[src/rtl/adder_pipe_seg.sv]
// adder_pipe_seg: pipelined WIDTH-bit carry-propagate adder.
// The add is cut into SEG-bit ripple segments, one segment per stage, with
// the inter-segment carry registered. Operand segments not yet consumed ride
// along in skew registers; finished result segments ride along in deskew
// registers so the full sum lines up at the last stage. A single global
// advance enable (adv) moves the whole pipe at once.

// Single-bit full adder cell.
module adder_full (
    input  logic i_a,
    input  logic i_b,
    input  logic i_cin,
    output logic o_s,
    output logic o_cout
);

    assign o_s    = i_a ^ i_b ^ i_cin;
    assign o_cout = (i_a & i_b) | (i_cin & (i_a ^ i_b));

endmodule

// SEG-bit ripple chain built from adder_full cells.
module adder_seg_ripple #(
    parameter int SEG = 16
) (
    input  logic [SEG-1:0] i_a,
    input  logic [SEG-1:0] i_b,
    input  logic           i_cin,
    output logic [SEG-1:0] o_s,
    output logic           o_cout
);

    logic [SEG:0] w_c;

    assign w_c[0] = i_cin;

    for (genvar j = 0; j < SEG; j++) begin : g_bit
        adder_full u_fa (
            .i_a    (i_a[j]),
            .i_b    (i_b[j]),
            .i_cin  (w_c[j]),
            .o_s    (o_s[j]),
            .o_cout (w_c[j+1])
        );
    end

    assign o_cout = w_c[SEG];

endmodule

// Top: segmented pipelined adder with valid/ready streaming.
module adder_pipe_seg #(
    parameter int WIDTH = 64,
    parameter int SEG   = 16
) (
    input  logic             clk,
    input  logic             rst_n,
    input  logic             in_valid,
    output logic             in_ready,
    input  logic [WIDTH-1:0] a,
    input  logic [WIDTH-1:0] b,
    input  logic             cin,
    output logic             out_valid,
    input  logic             out_ready,
    output logic [WIDTH-1:0] sum,
    output logic             cout
);

    localparam int STAGES = (SEG >= 1) ? (WIDTH / SEG) : 1;

    if (SEG < 1) begin : g_bad_seg
        $error("adder_pipe_seg: SEG must be at least 1");
    end else if ((WIDTH % SEG) != 0) begin : g_bad_width
        $error("adder_pipe_seg: WIDTH must be an integer multiple of SEG");
    end

    logic w_adv;

    // The pipe only moves as a whole: when the output slot is empty or being
    // drained. Accepting a beat never depends on in_valid.
    assign w_adv    = out_ready | ~out_valid;
    assign in_ready = w_adv;

    for (genvar k = 0; k < STAGES; k++) begin : g_st
        // Operand bits still waiting to be added when the beat reaches stage k.
        localparam int REM = WIDTH - k * SEG;

        logic [REM-1:0]       w_a_rem;
        logic [REM-1:0]       w_b_rem;
        logic                 w_cin;
        logic                 w_vin;
        logic [SEG-1:0]       w_s;
        logic                 w_cout;
        logic                 r_v;
        logic                 r_c;
        logic [(k+1)*SEG-1:0] r_res;

        adder_seg_ripple #(
            .SEG (SEG)
        ) u_seg (
            .i_a    (w_a_rem[SEG-1:0]),
            .i_b    (w_b_rem[SEG-1:0]),
            .i_cin  (w_cin),
            .o_s    (w_s),
            .o_cout (w_cout)
        );

        // Stage valid and segment carry advance with the pipe.
        always_ff @(posedge clk or negedge rst_n) begin
            if (!rst_n) begin
                r_v <= 1'b0;
                r_c <= 1'b0;
            end else if (w_adv) begin
                r_v <= w_vin;
                r_c <= w_cout;
            end
        end

        if (k == 0) begin : g_head
            assign w_a_rem = a;
            assign w_b_rem = b;
            assign w_cin   = cin;
            assign w_vin   = in_valid;

            // First result segment.
            always_ff @(posedge clk or negedge rst_n) begin
                if (!rst_n) begin
                    r_res <= '0;
                end else if (w_adv) begin
                    r_res <= w_s;
                end
            end
        end else begin : g_body
            assign w_a_rem = g_st[k-1].g_skew.r_ask;
            assign w_b_rem = g_st[k-1].g_skew.r_bsk;
            assign w_cin   = g_st[k-1].r_c;
            assign w_vin   = g_st[k-1].r_v;

            // Append this segment above the deskewed lower segments.
            always_ff @(posedge clk or negedge rst_n) begin
                if (!rst_n) begin
                    r_res <= '0;
                end else if (w_adv) begin
                    r_res <= {w_s, g_st[k-1].r_res};
                end
            end
        end

        if (k < STAGES - 1) begin : g_skew
            logic [REM-SEG-1:0] r_ask;
            logic [REM-SEG-1:0] r_bsk;

            // Carry the not-yet-added operand segments to the next stage.
            always_ff @(posedge clk or negedge rst_n) begin
                if (!rst_n) begin
                    r_ask <= '0;
                    r_bsk <= '0;
                end else if (w_adv) begin
                    r_ask <= w_a_rem[REM-1:SEG];
                    r_bsk <= w_b_rem[REM-1:SEG];
                end
            end
        end
    end

    assign out_valid = g_st[STAGES-1].r_v;
    assign sum       = g_st[STAGES-1].r_res;
    assign cout      = g_st[STAGES-1].r_c;

endmodule

[config.mk]
export PLATFORM = sky130hd
export DESIGN_NAME = adder_pipe_seg
export DESIGN_NICKNAME = d
export VERILOG_FILES = /design/src/rtl/adder_pipe_seg.sv
export SDC_FILE = /design/constraint.sdc
export NUM_CORES = 1
export LEC_CHECK = 0
export ABC_AREA = 1
export BUFFER_PORTS_ARGS = -buffer_cell sky130_fd_sc_hd__buf_2
export CAP_MARGIN = 40
export CORE_MARGIN = 5
export CORE_UTILIZATION = 60
export DETAILED_ROUTE_END_ITERATION = 8
export PLACE_DENSITY = 0.82
export SYNTH_ARGS = -nofsm -noshare
export SYNTH_HDL_FRONTEND = slang
export SYNTH_HIERARCHICAL = 1
export SYNTH_SLANG_ARGS = --single-unit
[constraint.sdc]
create_clock -name clk -period 19.1 [get_ports clk]
set_input_delay 1.91 -clock clk [delete_from_list [all_inputs] [get_ports clk]]
set_output_delay 1.91 -clock clk [all_outputs]
set_load 0.05 [all_outputs]
# Yosys cells after proc, flatten, opt, wreduce, memory -nomap -nowiden
# Index checks and enable logic that the tools add are counted.
# totals
regBits,360
input_bits,133
out_inout_bits,67
elab_cells,340
# op_classes
bitwise_logic,322
# ops
operator,n
1-bit bitwise AND,128
1-bit bitwise XOR,128
1-bit bitwise OR,65
1-bit NOT,1

# Longest topological paths before layout
# Gate-level depths: netlist of the first run.
# logic_depth
depth_word,33
mapped_depth,18
mapped_depth_nobuf,18

# Hierarchy
# The synthesis of the first run kept the hierarchy.
# by_module_without_submodules
module,instances,cells_each,area_per_inst_um2,seq_area_each_um2
adder_pipe_seg,1,1559,14161.1,9008.6
adder_full,64,1,20.0,0.0

# Worst setup path after synthesis of the first run
# No wires, ideal clock.
# synth_timing
path_kind,input port to flip-flop
startpoint,input port a[0]
endpoint,register g_st[0].r_res[15]
setup_ns,0.117
t_arrival_ns,8.175
slack_ns,10.808
cell_stages,18
n_path_buf,0
path_cell_list,fa_1 -> fa_1 -> fa_1 -> fa_1 -> fa_1 -> fa_1 -> fa_1 -> fa_1 -> fa_1 -> fa_1 -> fa_1 -> fa_1 -> fa_1 -> fa_1 -> fa_1 -> fa_1 -> nand2_1 -> nand2_1
# synth_via
elab_chain_len,32
word_cells_on_any_way,33
# synth_lines
item,line_no,text
start: declaration,60,"input logic [WIDTH-1:0] a,"
1-bit bitwise XOR,18,assign o_cout = (i_a & i_b) | (i_cin & (i_a ^ i_b));
1-bit bitwise AND,18,
1-bit bitwise OR (*),18,
1-bit bitwise AND (*),18,
1-bit bitwise OR (*),18,
named net g_st[0].u_seg.w_c[2],33,logic [SEG:0] w_c;
1-bit bitwise AND (*),18,
1-bit bitwise OR (*),18,
named net g_st[0].u_seg.w_c[3],33,
(+2 left out),n/a,
named net g_st[0].u_seg.w_c[4],33,
(+2 left out),n/a,
named net g_st[0].u_seg.w_c[5],33,
(+2 left out),n/a,
named net g_st[0].u_seg.w_c[6],33,
(+2 left out),n/a,
named net g_st[0].u_seg.w_c[7],33,
(+2 left out),n/a,
named net g_st[0].u_seg.w_c[8],33,
(+2 left out),n/a,
named net g_st[0].u_seg.w_c[9],33,
(+2 left out),n/a,
named net g_st[0].u_seg.w_c[10],33,
(+2 left out),n/a,
named net g_st[0].u_seg.w_c[11],33,
(+2 left out),n/a,
named net g_st[0].u_seg.w_c[12],33,
(+2 left out),n/a,
named net g_st[0].u_seg.w_c[13],33,
1-bit bitwise AND (*),18,
1-bit bitwise OR (*),18,
named net g_st[0].u_seg.w_c[14],33,
1-bit bitwise AND (*),18,
1-bit bitwise OR (*),18,
named net g_st[0].u_seg.w_c[15],33,
1-bit bitwise XOR (*),17,assign o_s = i_a ^ i_b ^ i_cin;
named net g_st[0].w_s[15],92,logic [SEG-1:0] w_s;
end signal: assignment,130,r_res <= w_s;
end: declaration,96,logic [(k+1)*SEG-1:0] r_res;
# Mark *: on every way through the listed nets, which the timed path passes. The rest lies on a longest branch.
# A chain may end at the register's enable or synchronous reset.

# Worst setup path after layout of the first run
# layout_timing
startpoint,input port a[0]
endpoint,register g_st[0].r_res[15]
# layout_via
elab_chain_len,32
word_cells_on_any_way,33
# layout_lines
item,line_no
1-bit bitwise XOR,18
1-bit bitwise AND,18
1-bit bitwise OR (*),18
named net g_st[0].u_seg.w_c[1],33
1-bit bitwise AND (*),18
1-bit bitwise OR (*),18
named net g_st[0].u_seg.w_c[2],33
1-bit bitwise AND (*),18
(+1 left out),n/a
named net g_st[0].u_seg.w_c[3],33
(+2 left out),n/a
named net g_st[0].u_seg.w_c[4],33
(+2 left out),n/a
named net g_st[0].u_seg.w_c[5],33
(+2 left out),n/a
named net g_st[0].u_seg.w_c[6],33
(+2 left out),n/a
named net g_st[0].u_seg.w_c[7],33
(+2 left out),n/a
named net g_st[0].u_seg.w_c[8],33
(+2 left out),n/a
named net g_st[0].u_seg.w_c[9],33
(+2 left out),n/a
named net g_st[0].u_seg.w_c[10],33
(+2 left out),n/a
named net g_st[0].u_seg.w_c[11],33
(+2 left out),n/a
named net g_st[0].u_seg.w_c[12],33
(+2 left out),n/a
named net g_st[0].u_seg.w_c[13],33
1-bit bitwise AND (*),18
1-bit bitwise OR (*),18
named net g_st[0].u_seg.w_c[14],33
1-bit bitwise AND (*),18
1-bit bitwise OR (*),18
named net g_st[0].u_seg.w_c[15],33
1-bit bitwise XOR (*),17
named net g_st[0].w_s[15],92
# Marked as above.

==> results.ini, run 1 <==
[detailed_routing]
wl_microns = 33200
wl_per_cell_microns = 15.7
firstDrtPassIters = 4
drc = 0
vias = 11523
drtIter0Drc = 1388
viasPerCell = 5.43
final_antenna_net_count = 0

[floorplanning]
die_h_microns = 170
num_io_pins = 200
dieArea_sq_mm = 0.0290
rows = 58
core_sq_mm = 0.0253
start_util_pct = 61.1
die_x_microns = 170

[synthesis]
synth_fp_nets = 1820
ys_seq_area_share_pct = 58.3
ys_ff_latch = 360
syn_inst = 1623
syn_area_sq_mm = 0.0154
ys_types = 11
avgSynthCellArea_sq_um = 9.51
yosysWarnings = 6

[clock_tree]
clock_latency_ns = 0.51
cts_root_buf = clkbuf_16
cts_tree = yes
cts_buffers = 38
clkSinkCount = 360
htree_levels = 2
post_cts_buffers = 0
clock_path_buffers = 3
path_clk_slew_ns = 0.06
ctsHoldBuffers = 0
cts.repair.resized = 0

[setup_path]
critPathArrivalTime_ns = 8.82
crit_type = input pin to register
crit_cells = 19
r2r-end = sum[63]
critPathLaunchType = input pin
crit_family = adder cells
rrSetupSlack_ns = 11.91
worstPathRequired_ns = 19.55
crit_path_frequent_cell = fa_1
critical_path_buf_inv_count = 1
ff2ff_path_depth = 18
crit_chain = buf_2 -> fa_1 -> fa_1 -> fa_1 -> fa_1 -> fa_1 -> fa_1 -> fa_1 -> fa_1 -> fa_1 -> fa_1 -> fa_1 -> fa_1 -> fa_1 -> fa_1 -> fa_1 -> fa_1 -> nand2_1 -> nand2_1
slowest_delay_ns = 0.49
reg2reg_from = g_st[2].g_skew.r_ask[0]
cpMaxStageDelayCell = fa_1
worst-path-max-fanout = 1
worstSetupEndpointType = register

[place]
hpwl_microns = 20100
io_buffers = 199
place.gp.congestion = 0.828
place_area_sq_mm = 0.0165
dp_cells = 2053

[grt]
grtUsageTotal_pct = 23.5
grt_antenna_before_repair = 2
grt_start_max_net_pins = 139
grt.overflow.total = 0
grt_pass1_wl_microns = 56500
first_global_vias = 11257

[timing]
clock_skew_ns = 0.00928
rsz0062_at_grt = no
worstMarginPinSlew_ns = 0.877
tns_ns = 0
fin_crit_sh_pct = 43.8
finalMaxSlewViolations = 0
slew_headroom_pct = 41.6
hold_viol_final = 0
timing.fmax_ghz = 0.119
layout_min_cycle_time_ns = 8.37
finalSetupViolCount = 0

[pwr]
peakVddDrop_mv = 0.173
p_int_w = 0.00195
power_frac_seq_pct = 40.8
pwr-share-comb_pct = 35.0
switching_power_w = 0.00130
power.leakage_nw = 9.58
sw_frac_of_total_pct = 40.0
p_per_area_mw_per_mm2 = 182
power_frac_clock_pct = 24.2

[finish]
layout-drive-gt1-share_pct = 15.8
syn2layout_area_growth_pct = 15.9
stdcell_area_sq_mm = 0.0179
fin_cells = 2123
fill_cells = 1870
nets = 1960

[outcome]
status = finished, final reports clean

[worst_hold_path]
hp-start = g_st[1].g_skew.r_bsk[27]
holdPathStages = 2
hold-path-endpoint = g_st[2].g_skew.r_bsk[11]
hold_class = register to register

[run]
cap_violations = 0

-- final cells by class --
class,instances,area [sq um],area share (%)
Antenna cell,1,2.50,0.0140
Tap cell,330,413,2.31
Timing Repair Buffer,218,1290,7.19
Clock buffer,53,1130,6.32
Inverter,2,15.0,0.0839
Clock inverter,16,238,1.33
Sequential cell,360,9010,50.4
Multi-Input combinational cell,1143,5800,32.4
-- metal layers --
metal,wire (microns),GRT usage [%]
met5,7,0
met4,815,6.77
met3,1930,3.67
met2,15900,35.9
met1,14500,35.5
-- power groups by stage --
stage	clock network (W)	logic (W)	registers, W
2_1_floorplan	0	0.000677	0.00150
3_3_place_gp	0	0.00108	0.00132
3_5_place_dp	0	0.00114	0.00133
4_1_cts	0.000804	0.00115	0.00133
5_1_grt	0.000835	0.00130	0.00137
6_report	0.000787	0.00114	0.00133
-- state kept, by name (all words and copies together), names as in the netlist --
signal and cells:
g_st.g_skew.r_ask 96, cout 1, sum 64, g_st.g_skew.r_bsk 96
g_st.r_v 3, out_valid 1, g_st.r_res 96, g_st.r_c 3
-- placed cells by master (no fill, tap or decap) --
cell type,count
buf_16,5
fa_1,64
clkbuf_1,6
diode_2,1
nand2_8,1
inv_1,1
clkinvlp_4,3
nand3_1,359
dfrtp_4,1
clkinv_2,7
inv_8,1
clkbuf_16,41
dfrtp_1,359
buf_4,11
clkbuf_8,6
buf_12,3
bufinv_16,6
buf_8,1
nand2_1,719
buf_2,198
-- Yosys cell counts (all sizes together) --
master	instances	area [sq um]
nand3	359	1800
nand2	720	2710
buf	108	601
dfrtp	360	9010
inv	2	7.50
clkbuf	10	37.5
fa	64	1280
-- logic make-up after synthesis --
family                     share of synthesized area [%]
adders and majority gates                           8.30
buffers and inverters                               4.18
DFF                                                 58.3
and+or+nand+nor                                     29.2
-- worst max path at each step --
stage                              to  startpoint  slack, ns
global route        g_st[0].r_res[15]        a[0]      10.53
detailed placement  g_st[0].r_res[15]        a[0]      10.25
floorplan           g_st[0].r_res[15]        a[0]      10.81
global placement    g_st[0].r_res[15]        a[0]      10.41
CTS                 g_st[0].r_res[15]        a[0]      10.74
finish              g_st[0].r_res[15]        a[0]      10.73
-- through the flow --
step / power [W] / worst slack [ns] / hold slack [ns] / utilization (%)
after detailed placement: 0.00247 / 10.25 / 0.451 / 65.4
after CTS: 0.00329 / 10.74 / 0.464 / 70.8
after floorplan: 0.00218 / 10.81 / 0.435 / -
after global routing: 0.00351 / 10.53 / 0.489 / 70.9
final: 0.00326 / 10.73 / 0.465 / 70.9
after global placement: 0.00241 / 10.41 / 0.441 / 64.6
-- worst register-to-register path: cells and delay by family (launching register included) --
family        cells  cell delay, ns
fa+ha+maj        16            6.60
flops             1            0.40
simple gates      2            0.13
Power figures use the tool's default switching activity.
==> run 2, diff against run 1 <==
- CORE_UTILIZATION: 60 -> 52
- PLACE_DENSITY: 0.82 -> 0.76
- clock period: 19.1 -> 7.1 ns (I/O delays scaled with it)
==> run 2 against run 1 <==
Effect of this change:
- via count fell by 2.1%
- clock skew rose by 0.0056 ns
- final cell count rose by 2.7%
- setup slack got worse by 11 ns
- die area rose by 14%
- combinational power rose to 2.7 times the previous value
- clock power rose to 2.6 times the previous value
- non-clock buffer count fell by 6
- total power rose to 2.7 times the previous value
- critical path type is now register to register
- sequential power rose to 2.7 times the previous value
- largest power group unchanged
==> results.ini, run 2 (synthesized netlist as in run 1, its figures left out) <==
[timing]
rsz0062_at_grt = no
slew_headroom_pct = 20.0
worst_slack_ns = 0.182
layout_min_cycle_time_ns = 6.92
fin_hold_ws_ns = 0.197
clock_skew_ns = 0.0149
finalSetupViolCount = 0
finalMaxSlewViolations = 0
worstMarginPinSlew_ns = 1.20
timing.fmax_ghz = 0.145
hold_viol_final = 0
fin_crit_sh_pct = 97.4
tns_ns = 0

[setup_path]
rrSetupSlack_ns = 0.18
worstSetupEndpointType = register
reg2reg_from = g_st[2].g_skew.r_ask[0]
slowest_delay_ns = 0.43
crit_chain = fa_2 -> fa_1 -> fa_1 -> fa_2 -> fa_2 -> fa_2 -> fa_2 -> fa_1 -> fa_1 -> fa_1 -> fa_1 -> fa_1 -> fa_1 -> fa_1 -> fa_1 -> fa_1 -> nand2_1 -> nand2_1
critPathLaunchType = register
ff2ff_path_depth = 18
worst-path-max-fanout = 2
critPathArrivalTime_ns = 7.31
crit_type = register to register
cpMaxStageDelayCell = fa_1
crit_path_frequent_cell = fa_1
worstPathRequired_ns = 7.50
r2r-end = sum[63]

[clock_tree]
ctsHoldBuffers = 0
clkSinkCount = 360
clock_path_buffers = 3
cts_tree = yes
post_cts_buffers = 0
clock_latency_ns = 0.51
htree_levels = 2
cts_root_buf = clkbuf_16
path_clk_slew_ns = 0.06
cts_buffers = 39

[detailed_routing]
viasPerCell = 5.17
wl_microns = 32700
firstDrtPassIters = 5
wl_per_cell_microns = 15.0
vias = 11279
drtIter0Drc = 957
drc = 0
final_antenna_net_count = 0

[run]
cap_violations = 0

[outcome]
status = finished, final reports clean

[floorplanning]
rows = 63
die_x_microns = 182
start_util_pct = 52.4
die_h_microns = 182
num_io_pins = 200
dieArea_sq_mm = 0.0332
core_sq_mm = 0.0295

[worst_hold_path]
hold_class = input pin to async pin

[pwr]
power.leakage_nw = 9.49
finalPower_w = 0.00866
peakVddDrop_mv = 0.339
p_per_area_mw_per_mm2 = 484

[finish]
layout_common_cells = nand2_1, nand3_1, dfrtp_1
nets = 1955
fin_cells = 2180
reg_top3 = g_st.g_skew.r_ask x96, g_st.g_skew.r_bsk x96, g_st.r_res x96
layout-drive-gt1-share_pct = 16.3
fill_cells = 2473
syn2layout_area_growth_pct = 15.8
layout_commonest_cell = nand2_1

[grt]
grt_start_max_net_pins = 244
grtUsageTotal_pct = 20.0
grt_pass1_wl_microns = 56100
grt_antenna_before_repair = 1
first_global_vias = 11162
grt.overflow.total = 0

[place]
pre_cts_ws_ns = -0.506
hpwl_microns = 19900
dp_cells = 2107
place.gp.congestion = 0.811
io_buffers = 199

## run 2: final cells by class
cell class | instances | area [sq um] | area share [%]
clock buffers | 58 | 1160 | 6.49
multi-input cells | 1143 | 5840 | 32.6
repair buffers | 212 | 1210 | 6.79
diodes | 2 | 5.00 | 0.0280
flip-flops and latches | 360 | 9010 | 50.4
well taps | 390 | 488 | 2.73
clock inverters | 13 | 151 | 0.847
inverters | 2 | 15.0 | 0.0840
## run 2: stage by stage
stage / instance area, sq um / utilization [%]
6_report: 17900 / 60.7
5_1_grt: 17900 / 60.6
4_1_cts: 17800 / 60.5
3_5_place_dp: 16500 / 56.1
3_3_place_gp: 16400 / 55.6
2_1_floorplan: 15400 / -
## run 2: worst max-delay path, delay by kind of cell (launching register included)
kind / cells / cell delay (ns)
AND/OR/NAND/NOR: 2 / 0.13
flip-flops: 1 / 0.40
adder cells (fa/ha/maj): 16 / 6.27
## run 2: where the power goes
part / switching, W / leakage (nW) / internal, W
Combinational: 0.00210 / 4.49 / 0.000978
Clock: 0.000790 / 0.638 / 0.00124
Sequential: 0.000609 / 4.37 / 0.00294
## run 2: worst max-delay path by stage
stage | startpoint | to | slack (ns) | cells past startpoint
after floorplan | a[0] | g_st[0].r_res[15] | 0.008 | 18
after global placement | a[0] | g_st[0].r_res[15] | -0.41 | 19
after detailed placement | a[0] | g_st[0].r_res[15] | -0.51 | 19
after CTS | a[0] | g_st[0].r_res[15] | 0.009 | 19
after global routing | g_st[2].g_skew.r_ask[0] | sum[63] | 0.007 | 18
final | g_st[2].g_skew.r_ask[0] | sum[63] | 0.18 | 18
## run 2: repair_timing
action / 4_1_cts / 5_1_grt
resized for setup: 2 / 14
hold endpoints to repair: 0 / 0
endpoints found under the setup margin: 1 / 8
pin swaps: 0 / 1
## run 2: routing by layer
metal | global-route usage (%) | vias up | share of wire, %
met5 | 0 | - | 0
li1 | - | 5466 | -
met3 | 2.67 | 58 | 5.1
met2 | 30.7 | 293 | 48
met4 | 6.36 | 0 | 2.6
met1 | 29.9 | 5462 | 45
==> run 3, diff against run 2 <==
- CORE_ASPECT_RATIO: not set -> 1.2
- CORE_MARGIN: 5 -> not set
==> run 3 against run 2 <==
Effect of this change:
- utilization grew 0.44 points
- sequential share of layout area grew 0.44 points
- via count increased by 0.33%
- flip-flop and latch count stayed put
- maximum frequency decreased by 0.28%
- die area fell by 8.6%
- critical path depth increased by 1
- wire length down 2.3%
- design area down 0.87%
- total power decreased by 2.0%
- clock power shrank 11%
- hold slack gained 0.0058 ns
- critical endpoint is now g_st[0].r_res[15]
- largest cell class unchanged
- largest power group unchanged
==> results.ini, run 3 (synthesized netlist as in run 1, its figures left out) <==
[finish]
syn2layout_area_growth_pct = 14.8
utilization_pct = 61.1
nets = 1954
multi_input_area_sq_mm = 0.00584
layout_common_cells = nand2_1, nand3_1, dfrtp_1
layout_commonest_cell = nand2_1
fill_cells = 2437
regArea_sq_mm = 0.00901
layout-drive-gt1-share_pct = 16.0
reg_top3 = g_st.g_skew.r_ask x96, g_st.g_skew.r_bsk x96, g_st.r_res x96

[clock_tree]
ctsHoldBuffers = 0
clock_latency_ns = 0.50
cts_buffers = 37
clock_path_buffers = 3
htree_levels = 2
clkSinkCount = 360
cts_root_buf = clkbuf_16
path_clk_slew_ns = 0.06
cts_tree = yes

[outcome]
status = finished, final reports clean

[timing]
timing.fmax_ghz = 0.144
layout_min_cycle_time_ns = 6.94
finalSetupViolCount = 0
fin_crit_sh_pct = 97.7
tns_ns = 0
worstMarginPinSlew_ns = 0.929
slew_headroom_pct = 38.1
hold_viol_final = 0
finalMaxSlewViolations = 0
rsz0062_at_grt = no
worst_slack_ns = 0.163
clock_skew_ns = 0.00993

[grt]
grt_antenna_before_repair = 2
grt_start_max_net_pins = 220
grt.overflow.total = 0
grtUsageTotal_pct = 21.6
first_global_vias = 10879
grt_pass1_wl_microns = 53900

[setup_path]
worstPathRequired_ns = 7.54
critPathLaunchType = input pin
critPathArrivalTime_ns = 7.37
worst-path-max-fanout = 1
worstSetupEndpointType = register
crit_type = input pin to register

[floorplanning]
die_h_microns = 191
rows = 68
core_sq_mm = 0.0290
start_util_pct = 53.2
dieArea_sq_mm = 0.0304
num_io_pins = 200
die_x_microns = 159

[pwr]
peakVddDrop_mv = 0.470
power.leakage_nw = 9.42
finalPower_w = 0.00849
p_per_area_mw_per_mm2 = 479

[place]
pre_cts_ws_ns = -0.564
hpwl_microns = 19100
io_buffers = 199
place.gp.congestion = 0.830

[detailed_routing]
vias = 11316
wl_microns = 31900
viasPerCell = 5.22
firstDrtPassIters = 5
wl_per_cell_microns = 14.7
drtIter0Drc = 1149
final_antenna_net_count = 0
drc = 0

[run]
cap_violations = 0

[worst_hold_path]
hold_class = input pin to async pin

[run 3: worst paths after layout]
path                                          from                       end  slack [ns]  cells past startpoint
max                                           a[0]         g_st[0].r_res[15]        0.16                     19
min                                          rst_n  g_st[0].g_skew.r_bsk[38]        0.20                      1
max reg2reg                g_st[2].g_skew.r_ask[0]                   sum[63]        0.19                     18
min reg2reg                      g_st[1].r_res[17]         g_st[2].r_res[17]        0.46                      2
max in group asynchronous                    rst_n   g_st[0].g_skew.r_bsk[7]        5.50                      2
min in group clk                             b[56]  g_st[0].g_skew.r_bsk[40]        0.40                      3
[run 3: what timing repair did]
action | in CTS | in global routing
pin swaps | 0 | 1
hold endpoints to repair | 0 | 0
buffers inserted | 0 | 0
setup endpoints to repair | 4 | 8
resized for setup | 5 | 13
[run 3: stage by stage]
stage | hold WS, ns | instances | instance area [sq um]
2_1_floorplan | 0.414 | 1623 | 15400
3_3_place_gp | 0.446 | 2097 | 16400
3_5_place_dp | 0.452 | 2103 | 16600
4_1_cts | 0.279 | 2165 | 17700
5_1_grt | 0.294 | 2167 | 17700
6_report | 0.202 | 2167 | 17700
[run 3: routing by layer]
| metal | GRT usage (%) | share of wire, % | vias up |
|---|---|---|---|
| met5 | 0 | 0 | - |
| met4 | 8.03 | 3.2 | 0 |
| met3 | 2.89 | 4.7 | 60 |
| met2 | 34.6 | 48 | 316 |
| met1 | 30.4 | 44 | 5490 |
| li1 | - | - | 5450 |
[run 3: area by class of cell]
cell class,count,area share (%)
sequential,360,50.8
multi-input combinational,1143,33.0
timing repair buffer,213,7.09
clock buffer,53,5.84
tap,385,2.72
clock inverter,9,0.438
inverter,2,0.0847
antenna,2,0.0282
[run 3: critical path, cell delays in order]
cell     delay (ns)
buf_2          0.11
fa_1           0.44
fa_2           0.36
fa_1           0.41
fa_1           0.41
fa_1           0.39
fa_2           0.36
fa_2           0.41
fa_1           0.40
fa_1           0.41
fa_1           0.39
fa_1           0.39
fa_2           0.36
fa_1           0.39
fa_1           0.40
fa_1           0.39
fa_1           0.49
nand2_1        0.05
nand2_1        0.09
[run 3: where the power goes]
group	internal, W	leakage (nW)	switching (W)
registers	0.00294	4.37	0.000568
logic	0.00101	4.50	0.00215
clock network	0.00105	0.551	0.000759
total	0.00500	9.42	0.00348
